===== src/rtl/clock_div_prog_if.sv =====
`default_nettype none
// ============================================================================
// Module   : clock_div_prog_if
// Brief    : Control/status bundle of the programmable clock divider.
// Revision : 1.0 - initial release
// ============================================================================
interface clock_div_prog_if #(
    parameter int W = 8
);
    logic         enable;
    logic [W-1:0] div_in;
    logic         div_load;
    logic         clk_out;
    logic         tick;
    logic [W-1:0] div_cur;
    logic         pending;
    logic         err;

    modport master (
        output enable, div_in, div_load,
        input  clk_out, tick, div_cur, pending, err
    );

    modport slave (
        input  enable, div_in, div_load,
        output clk_out, tick, div_cur, pending, err
    );
endinterface
`default_nettype wire


===== src/rtl/clock_div_prog.sv =====
`default_nettype none
// ============================================================================
// Module   : clock_div_prog
// Brief    : Run-time programmable divider producing a square wave and a tick
//            enable; new ratios are applied only at period boundaries.
// Revision : 1.0 - initial release
// ============================================================================
module clock_div_prog #(
    parameter int W           = 8,
    parameter int DEFAULT_DIV = 4
) (
    input  wire logic          clk,
    input  wire logic          reset,
    clock_div_prog_if.slave    bus
);
    localparam logic [W-1:0] c_DEFAULT_DIV = W'(DEFAULT_DIV);
    localparam logic [W-1:0] c_ONE         = W'(1);
    localparam logic [W-1:0] c_TWO         = W'(2);

    logic [W-1:0] cnt_q, cnt_d;
    logic [W-1:0] div_cur_q, div_cur_d;
    logic [W-1:0] pend_val_q, pend_val_d;
    logic         pending_q, pending_d;
    logic         clk_out_q, clk_out_d;
    logic         tick_q, tick_d;
    logic         err_q, err_d;

    logic         w_last;
    logic         w_boundary;
    logic [W-1:0] w_n_eff;
    logic [W-1:0] w_half;
    logic [W-1:0] w_cnt_nxt;

    assign w_last     = (cnt_q == (div_cur_q - c_ONE));
    assign w_boundary = w_last && pending_q;
    assign w_cnt_nxt  = w_last ? '0 : (cnt_q + c_ONE);
    // Waveform on a boundary edge is already shaped by the incoming ratio.
    assign w_n_eff    = w_boundary ? pend_val_q : div_cur_q;
    assign w_half     = w_n_eff - (w_n_eff >> 1);

    always_comb begin
        cnt_d      = cnt_q;
        div_cur_d  = div_cur_q;
        pend_val_d = pend_val_q;
        pending_d  = pending_q;
        clk_out_d  = clk_out_q;
        tick_d     = 1'b0;
        err_d      = 1'b0;

        if (bus.enable) begin
            cnt_d     = w_cnt_nxt;
            clk_out_d = (w_cnt_nxt < w_half);
            tick_d    = (w_cnt_nxt == '0);
            if (w_boundary) begin
                div_cur_d = pend_val_q;
                pending_d = 1'b0;
            end
        end

        // A load on a boundary edge queues behind the value just applied.
        if (bus.div_load) begin
            if (bus.div_in >= c_TWO) begin
                pend_val_d = bus.div_in;
                pending_d  = 1'b1;
            end else begin
                err_d = 1'b1;
            end
        end
    end

    always_ff @(posedge clk) begin
        if (reset) begin
            cnt_q      <= c_DEFAULT_DIV - c_ONE;
            div_cur_q  <= c_DEFAULT_DIV;
            pend_val_q <= '0;
            pending_q  <= 1'b0;
            clk_out_q  <= 1'b0;
            tick_q     <= 1'b0;
            err_q      <= 1'b0;
        end else begin
            cnt_q      <= cnt_d;
            div_cur_q  <= div_cur_d;
            pend_val_q <= pend_val_d;
            pending_q  <= pending_d;
            clk_out_q  <= clk_out_d;
            tick_q     <= tick_d;
            err_q      <= err_d;
        end
    end

    assign bus.clk_out = clk_out_q;
    assign bus.tick    = tick_q;
    assign bus.div_cur = div_cur_q;
    assign bus.pending = pending_q;
    assign bus.err     = err_q;
endmodule
`default_nettype wire


===== src/flat_wrapper.sv =====
// flat-port wrapper written by rule: the top's interface ports become plain ports
module clock_div_prog_flat 
#(
    parameter int W           = 8,
    parameter int DEFAULT_DIV = 4
)
  (clk, reset, bus_enable, bus_div_in, bus_div_load, bus_clk_out, bus_tick, bus_div_cur, bus_pending, bus_err);
  clock_div_prog_if #(.W(W)) bus_i ();
  input  wire logic clk;
  input  wire logic reset;
  input wire logic [$bits(bus_i.enable)-1:0] bus_enable;
  input wire logic [$bits(bus_i.div_in)-1:0] bus_div_in;
  input wire logic [$bits(bus_i.div_load)-1:0] bus_div_load;
  output wire logic [$bits(bus_i.clk_out)-1:0] bus_clk_out;
  output wire logic [$bits(bus_i.tick)-1:0] bus_tick;
  output wire logic [$bits(bus_i.div_cur)-1:0] bus_div_cur;
  output wire logic [$bits(bus_i.pending)-1:0] bus_pending;
  output wire logic [$bits(bus_i.err)-1:0] bus_err;
  assign bus_i.enable = bus_enable;
  assign bus_i.div_in = bus_div_in;
  assign bus_i.div_load = bus_div_load;
  assign bus_clk_out = bus_i.clk_out;
  assign bus_tick = bus_i.tick;
  assign bus_div_cur = bus_i.div_cur;
  assign bus_pending = bus_i.pending;
  assign bus_err = bus_i.err;
  clock_div_prog #(.W(W), .DEFAULT_DIV(DEFAULT_DIV)) u_core (.clk(clk), .reset(reset), .bus(bus_i));
endmodule

===== config.mk =====
export PLATFORM = sky130hd
export DESIGN_NAME = clock_div_prog_flat
export DESIGN_NICKNAME = d
export VERILOG_FILES = /design/src/rtl/clock_div_prog_if.sv /design/src/rtl/clock_div_prog.sv /design/src/flat_wrapper.sv
export SDC_FILE = /design/constraint.sdc
export NUM_CORES = 1
export LEC_CHECK = 0
export ABC_AREA = 1
export BUFFER_PORTS_ARGS = -buffer_cell sky130_fd_sc_hd__buf_2
export CAP_MARGIN = 40
export CORE_AREA = 2 2 77 79
export CTS_CLUSTER_DIAMETER = 30
export CTS_CLUSTER_SIZE = 30
export DETAILED_ROUTE_END_ITERATION = 8
export DIE_AREA = 0 0 79 81
export GPL_TIMING_DRIVEN = 0
export SYNTH_ARGS = -nofsm -noshare
export SYNTH_HDL_FRONTEND = slang
export SYNTH_SLANG_ARGS = --single-unit

===== constraint.sdc =====
create_clock -name clk -period 4.2 [get_ports clk]
set_input_delay 0.21 -clock clk [delete_from_list [all_inputs] [get_ports clk]]
set_output_delay 0.21 -clock clk [all_outputs]
set_load 0.005 [all_outputs]

**After elaboration in Yosys (flattened, before gate mapping)**

Index checks and enable logic that the tools add are counted.

- Logic and storage cells: 27
- Register bits: 28

- Bitwise gates (word level): 2
- Equality and inequality tests: 1
- Reductions and logical operators: 5
- Add/sub/neg operators: 3
- Multiplexer cells: 7
- Order comparisons: 2

Operators with widths:

| kind | count |
|---|---|
| $mux W8 | 2 |
| $add A8 B1 Y8 const B | 1 |
| $eq A8 B8 Y1 | 1 |
| $ge A8 B2 Y1 const B | 1 |
| $logic_not A8 Y1 | 1 |
| $lt A8 B8 Y1 | 1 |
| $sub A8 B1 Y8 const B | 1 |
| $sub A8 B7 Y8 | 1 |
| $mux W1 | 5 |
| $reduce_or A2 Y1 | 2 |
| $not A1 Y1 | 2 |
| $reduce_and A2 Y1 | 1 |
| $logic_and A1 B1 Y1 | 1 |

**Depth between registers and ports, before layout**

Gate-level depths: netlist of the first run.

- Word-level depth: 7
- Depth in mapped cells: 28

**Worst setup path before layout of the first run**

Ideal clock, no wire load.

- Kind: flip-flop to flip-flop
- Start point: reg u_core.div_cur_q[0] (netlist: u_core.bus.div_cur[0])
- End point: reg u_core.clk_out_q (netlist: u_core.bus.clk_out)
- Data arrival time: 3.435 ns
- Stages on the path, launching flop included: 24
- Setup slack: 0.636 ns
- Required time: 4.072 ns
- Buffers on the path: 0
- Cell sequence: dfxtp_1 > inv_2 > ha_1 > inv_1 > nand2_1 > nand2_1 > nand2_1 > nor2_1 > nand3_1 > nor2_1 > nand3_1 > o21ai_0 > inv_1 > ha_1 > fa_1 > inv_1 > nand4_1 > nand4_1 > nand2_1 > ha_1 > nand2_1 > o21a_1 > nand2_1 > a21oi_1

- Cells in the longest elaborated chain, start to end: 6
- Elaborated cells between the ends (all ways): 7

Ends and longest elaborated chain:

| element | line | text |
|---|---|---|
| start: declaration | clock_div_prog.sv:21 | `logic [W-1:0] div_cur_q, div_cur_d;` |
| start signal: assignment | clock_div_prog.sv:74 | `div_cur_q <= c_DEFAULT_DIV;` |
| start signal: assignment | clock_div_prog.sv:82 | `div_cur_q <= div_cur_d;` |
| $sub A8 B1 Y8 | clock_div_prog.sv:34 | `assign w_last = (cnt_q == (div_cur_q - c_ONE));` |
| $eq A8 B8 Y1 | clock_div_prog.sv:34 |  |
| $logic_and A1 B1 Y1 | clock_div_prog.sv:35 | `assign w_boundary = w_last && pending_q;` |
| $mux W8 | clock_div_prog.sv:38 | `assign w_n_eff = w_boundary ? pend_val_q : div_cur_q;` |
| net u_core.w_n_eff[1] | clock_div_prog.sv:30 | `logic [W-1:0] w_n_eff;` |
| $sub A8 B7 Y8 | clock_div_prog.sv:39 | `assign w_half = w_n_eff - (w_n_eff >> 1);` |
| $lt A8 B8 Y1 | clock_div_prog.sv:52 | `clk_out_d = (w_cnt_nxt < w_half);` |
| end signal: assignment | clock_div_prog.sv:85 | `clk_out_q <= clk_out_d;` |
| end: declaration | clock_div_prog.sv:24 | `logic clk_out_q, clk_out_d;` |

The timed path passes the listed nets, and every way through them passes these cells.
A chain may end at the register's enable or synchronous reset.

**Worst setup path after layout of the first run**

- Start point: reg u_core.div_cur_q[0] (netlist: u_core.bus.div_cur[0])
- End point: reg u_core.clk_out_q (netlist: u_core.bus.clk_out)

- Cells in the longest elaborated chain, start to end: 6
- Elaborated cells between the ends (all ways): 7

Ends and longest elaborated chain:

| element | line |
|---|---|
| $sub A8 B1 Y8 | clock_div_prog.sv:34 |
| $eq A8 B8 Y1 | clock_div_prog.sv:34 |
| $logic_and A1 B1 Y1 | clock_div_prog.sv:35 |
| $mux W8 | clock_div_prog.sv:38 |
| $sub A8 B7 Y8 | clock_div_prog.sv:39 |
| $lt A8 B8 Y1 (*) | clock_div_prog.sv:52 |

Mark *: on every way between the ends. The rest lies on a longest branch, timed or not.

==> metrics.txt, run 1 <==
outcome completed; Via Count 2,142; Switch Pwr 0.288 mW; worst slack, placed 0.0561 ns; CTS tree done; I/O Buffers 23; post-synth top area cell dfxtp_1; initial antenna violation count 0; max-slew violations 0; post-layout total power 0.768 mW; Seq pwr share 39.4%; CP Capture Type flop; Core ar. 5680 um2; Finished Layout Cells 445; Ports 24; Netlist cell types 33; Via-to-Cell Ratio 4.81; Reg2Reg Depth 23; CP arrival 3.95 ns; Clk Latency, worst-skew pair 0.27 ns; worst hold stages 3; Post-synth top flop dfxtp_1; most frequent CP cell nand2_1; async set or reset register ratio after synthesis 0%; final worst slack 0.409 ns; post-synthesis sequential area ratio 25.8%; clock buffer depth 2; largest net degree at the start of global routing 16; clock network power share 22.2%; fin crit period 3.79 ns; CP Depth 23; Worst Hold Slack 0.181 ns; clk sinks 28; GRT Residual Overflow 0; period utilization 90.3%; combinational power share 38.3%; count leader, synth nand2_1; Detailed Routing Iterations Pass 1 4; share of cells above drive strength 1 14.6%; Synth area leaders dfxtp_1 (26%), nand2_1 (14%), inv_1 (10%); Max Cap Viol 0; fin nets 399; Req. time, crit path 4.36 ns; slowest CP cell dfxtp_1; share of the synthesized area in the top cell type 25.8%; worst clock skew 0.00454 ns; first-pass GRT wire length 9280 um; delay-heaviest family, CP simple AND/OR/NAND/NOR gates; Die Y 81 um; Post-Syn Nets 371; PD cells 311 nW/um2; placed cells 441; Die W 79 um; P&R area growth vs syn 13.7%; CTS resizes 0; syn_area_per_cell 6.34 um2; post-CTS setup buffers 0; Final GP Congestion 0.850; slew at the pin with the worst max-slew slack 0.564 ns; TritonCTS buffer count 3; H-tree depth 1; Syn. warnings 0; crit path max fanout 7; number of synthesized flops with an enable pin 0; CP Class flop to flop; Worst Path Buf+Inv 4; fmax 0.264 GHz; Wirelength per Cell 12.5 um; Max stage delay on crit path 0.43 ns; Mapped Cells 343; Final Hold Viols 0; die area 6400 um2; DRC marker count from the first detailed-route iteration 70; vias in the first global route 1,976; leak pwr 1.29 nW; final WL 5580 um; Root Buffer clkbuf_8; Site Rows 28; synthesized area 2170 um2; DRC 0; CP startpoint kind flop; internal power 0.480 mW; Hold WC Path Type primary input to flop; CP cell instances inv_2 > ha_1 > inv_1 > nand2_1 > nand2_1 > nand2_1 > nand2_1 > nand3_1 > nor2_1 > nand3_4 > o21ai_1 > inv_1 > ha_1 > fa_1 > inv_1 > nand4_1 > nand4_1 > nand2_1 > ha_1 > nand2_1 > o21a_1 > nand2_1 > a21oi_1; Initial Util 38.3%; setup TNS 0 ns; gr usage total 18.3%; Post-DRT Antenna Nets 0; # setup viols final 0; #FFs+latches synth 28; clock slew at reported path FFs 0.10 ns; switching power share of the total 37.5%; hold_buf cts 0; Synth top cells by count nand2_1 (81), inv_1 (59), o21ai_0 (30), a21oi_1 (28), dfxtp_1 (28); detailed placement HPWL 4470 um; RSZ-0062 raised after global routing no; worst rel slew slack 62.4%; diodes inserted 0; Max rail drop VDD 0.000131 V
-- worst paths after layout --
path / from / end / slack, ns
worst min-delay path: bus_div_in[1] / u_core.pend_val_q[1] / 0.18
worst min register to register: u_core.pend_val_q[0] / u_core.pend_val_q[0] / 0.47
worst max register to register: u_core.bus.div_cur[0] / u_core.bus.clk_out / 0.41
worst max-delay path: u_core.bus.div_cur[0] / u_core.bus.clk_out / 0.41
-- power groups by stage --
stage          clock (mW)  combinational, mW  sequential (mW)
2_1_floorplan           0              0.222            0.305
3_3_place_gp            0              0.285            0.309
3_5_place_dp            0              0.289            0.309
4_1_cts             0.169              0.291            0.303
5_1_grt             0.183              0.341            0.306
6_report            0.171              0.295            0.303
-- logic make-up after synthesis --
| logic type | Yosys count | synth area share, % |
|---|---|---|
| compound gates | 64 | 15.5 |
| fa+ha+maj | 16 | 9.55 |
| flops | 28 | 25.8 |
| simple gates | 154 | 32.2 |
| xor+xnor | 10 | 4.37 |
| buf+inv | 71 | 12.7 |
-- layout make-up --
| type | instances | area (um2) |
|---|---|---|
| multi-input combinational | 244 | 1370 |
| timing repair buffer | 23 | 115 |
| inverter | 63 | 236 |
| sequential | 28 | 561 |
| tap | 75 | 93.8 |
| clock buffer | 4 | 55.1 |
| fill | 641 | 3200 |
| buffer | 8 | 38.8 |
-- placed cells by master, fill, tap and decap left out, types with 2 or more instances in the layout --
cell type / instances
inv_2: 3
nand3_1: 18
nor2_1: 26
clkbuf_8: 4
nand4_1: 8
buf_2: 24
nor2_2: 2
dfxtp_1: 28
nand2_1: 81
nor3_1: 2
ha_1: 15
nand3_4: 2
clkbuf_1: 6
nor2_4: 3
inv_1: 59
a21oi_1: 27
o21ai_2: 5
xor2_1: 3
a211oi_1: 2
o21ai_0: 25
xnor2_1: 6
nand2_2: 7
-- worst min-delay path: stages --
cell and delay, ns:
buf_2 0.09, nor2_1 0.04, nor2_1 0.08
-- state kept, by name (all words and copies together) (netlist names) --
signal and count:
u_core.bus.tick 1, u_core.bus.err 1, u_core.pend_val_q 8, u_core.bus.div_cur 8
u_core.bus.clk_out 1, u_core.bus.pending 1, u_core.cnt_q 8
-- metrics by stage --
step,util [%],instance area (um2)
after floorplan,-,2170
after global placement,42.0,2380
after detailed placement,42.0,2380
after CTS,43.0,2440
after global routing,43.6,2470
final,43.6,2470
-- metal layers --
metal / wire length, um / global-route usage (%)
met1: 2740 / 24.5
met2: 2600 / 32.1
met3: 200 / 1.44
met4: 46 / 4.66
met5: 0 / 0
(Power assumes the default switching activity.)
==> run 2, diff against run 1 <==
REMOVE_ABC_BUFFERS = 1   (was not set)
==> run 2 against run 1 <==
  * Die area unchanged
  * Critical path depth unchanged
  * Final cell count decreased by 1.8%
  * Utilization decreased by 0.37 points
  * Highest routed layer unchanged
  * Wire length decreased by 3.8%
  * Clock skew increased by 0.00076 ns
  * Register-to-register slack improved by 0.05 ns
  * Largest power group unchanged
  * Combinational power decreased by 3%
  * Cell area decreased by 0.86%
==> metrics.txt, run 2 (synthesized netlist as in run 1, its figures left out) <==
outcome completed; leak pwr 1.28 nW; fmax 0.268 GHz; max-slew violations 0; worst clock skew 0.00530 ns; worst slack, placed 0.0904 ns; DRC 0; Die Y 81 um; Final Hold Viols 0; CP Capture Type flop; Root Buffer clkbuf_8; CP startpoint kind flop; Hold WC Path Type primary input to flop; Die W 79 um; clock buffer depth 2; Core ar. 5680 um2; Reg2Reg Depth 23; Finished Layout Cells 437; final WL 5370 um; PD cells 329 nW/um2; fin crit period 3.74 ns; Site Rows 28; CP arrival 3.95 ns; TritonCTS buffer count 3; Detailed Routing Iterations Pass 1 4; H-tree depth 1; gr usage total 18.2%; worst rel slew slack 67.7%; detailed placement HPWL 4260 um; fin nets 391; CTS tree done; Initial Util 38.3%; worst hold stages 3; DRC marker count from the first detailed-route iteration 150; setup TNS 0 ns; most common cell after layout, fill and taps aside nand2_1; CP Class flop to flop; placed cells 433; post-CTS setup buffers 0; clock slew at reported path FFs 0.10 ns; diodes inserted 0; GRT Residual Overflow 0; first-pass GRT wire length 9270 um; period utilization 89.0%; Worst Hold Slack 0.174 ns; Final GP Congestion 0.878; clk sinks 28; share of cells above drive strength 1 14.6%; Post-DRT Antenna Nets 0; P&R area growth vs syn 12.7%; RSZ-0062 raised after global routing no; I/O Buffers 23; initial antenna violation count 0; slew at the pin with the worst max-slew slack 0.483 ns; Max rail drop VDD 0.000128 V; most frequent cells in the layout nand2_1 (81), inv_1 (59), a21oi_1 (27), dfxtp_1 (27), nor2_1 (26); Via Count 2,146; Wirelength per Cell 12.3 um; largest net degree at the start of global routing 22; Via-to-Cell Ratio 4.91; Clk Latency, worst-skew pair 0.28 ns; die area 6400 um2; vias in the first global route 1,932; final worst slack 0.463 ns; crit path max fanout 6; Util after Layout 43.2%; Max Cap Viol 0; # setup viols final 0; Req. time, crit path 4.41 ns; Ports 24
==> run 2: cell types whose count changed in the layout (fill, tap and decap cells not counted) <==
cell,delta
buf_6,-1
dfxtp_1,-1
bufinv_16,+1
dfxtp_2,+1
buf_2,-1
clkbuf_1,-6
clkbuf_8,-1
==> run 2: cell type report <==
type / instances / area, um2
inverter: 63 / 236
tap: 75 / 93.8
sequential: 28 / 562
fill: 609 / 3220
clock inverter: 1 / 30.0
multi-input combinational: 244 / 1370
clock buffer: 3 / 41.3
timing repair buffer: 23 / 115
==> run 2: metal layers <==
layer | share of wire [%] | up-vias | GRT usage (%)
li1 | - | 1137 | -
met1 | 49 | 967 | 23.7
met2 | 47 | 36 | 32.2
met3 | 2.3 | 6 | 1.67
met4 | 1.2 | 0 | 4.83
met5 | 0 | - | 0
==> run 2: stage by stage <==
step,power [mW],instance area (um2)
after CTS,0.809,2420
after global placement,0.585,2340
after detailed placement,0.591,2340
final,0.806,2450
after global routing,0.875,2450
after floorplan,0.521,2140
==> run 2: what timing repair did <==
item | CTS | global route
gates resized for setup | 0 | 14
endpoints found under the setup margin | 0 | 1
hold buffers | 0 | 0
==> run 2: where the power goes <==
group	total [mW]	internal, mW	switching, mW
Clock	0.214	0.128	0.0867
Combinational	0.286	0.109	0.177
Sequential	0.306	0.284	0.0216
Total	0.806	0.521	0.285
==> run 2: path summary, 6_finish.rpt <==
path	startpoint	end	slack, ns
max reg2reg	u_core.bus.div_cur[1]	u_core.bus.clk_out	0.46
min	bus_div_in[1]	u_core.pend_val_q[1]	0.17
max	u_core.bus.div_cur[1]	u_core.bus.clk_out	0.46
min reg2reg	u_core.pend_val_q[0]	u_core.pend_val_q[0]	0.47
==> run 2: worst max-delay path, cell delays in order, from the launching register on <==
cell	delay [ns]
dfxtp_1	0.42
inv_1	0.09
ha_1	0.30
inv_1	0.06
nand2_1	0.04
nand2_1	0.06
nand2_1	0.10
nor2_1	0.13
nand3_1	0.09
nor2_2	0.21
nand3_4	0.17
o21ai_2	0.24
inv_1	0.09
ha_1	0.33
nand2_1	0.10
nor2_1	0.05
a211oi_1	0.21
nand2_2	0.10
xor2_2	0.15
ha_1	0.29
a21oi_1	0.16
o21a_1	0.13
nand2_1	0.05
a21oi_1	0.10
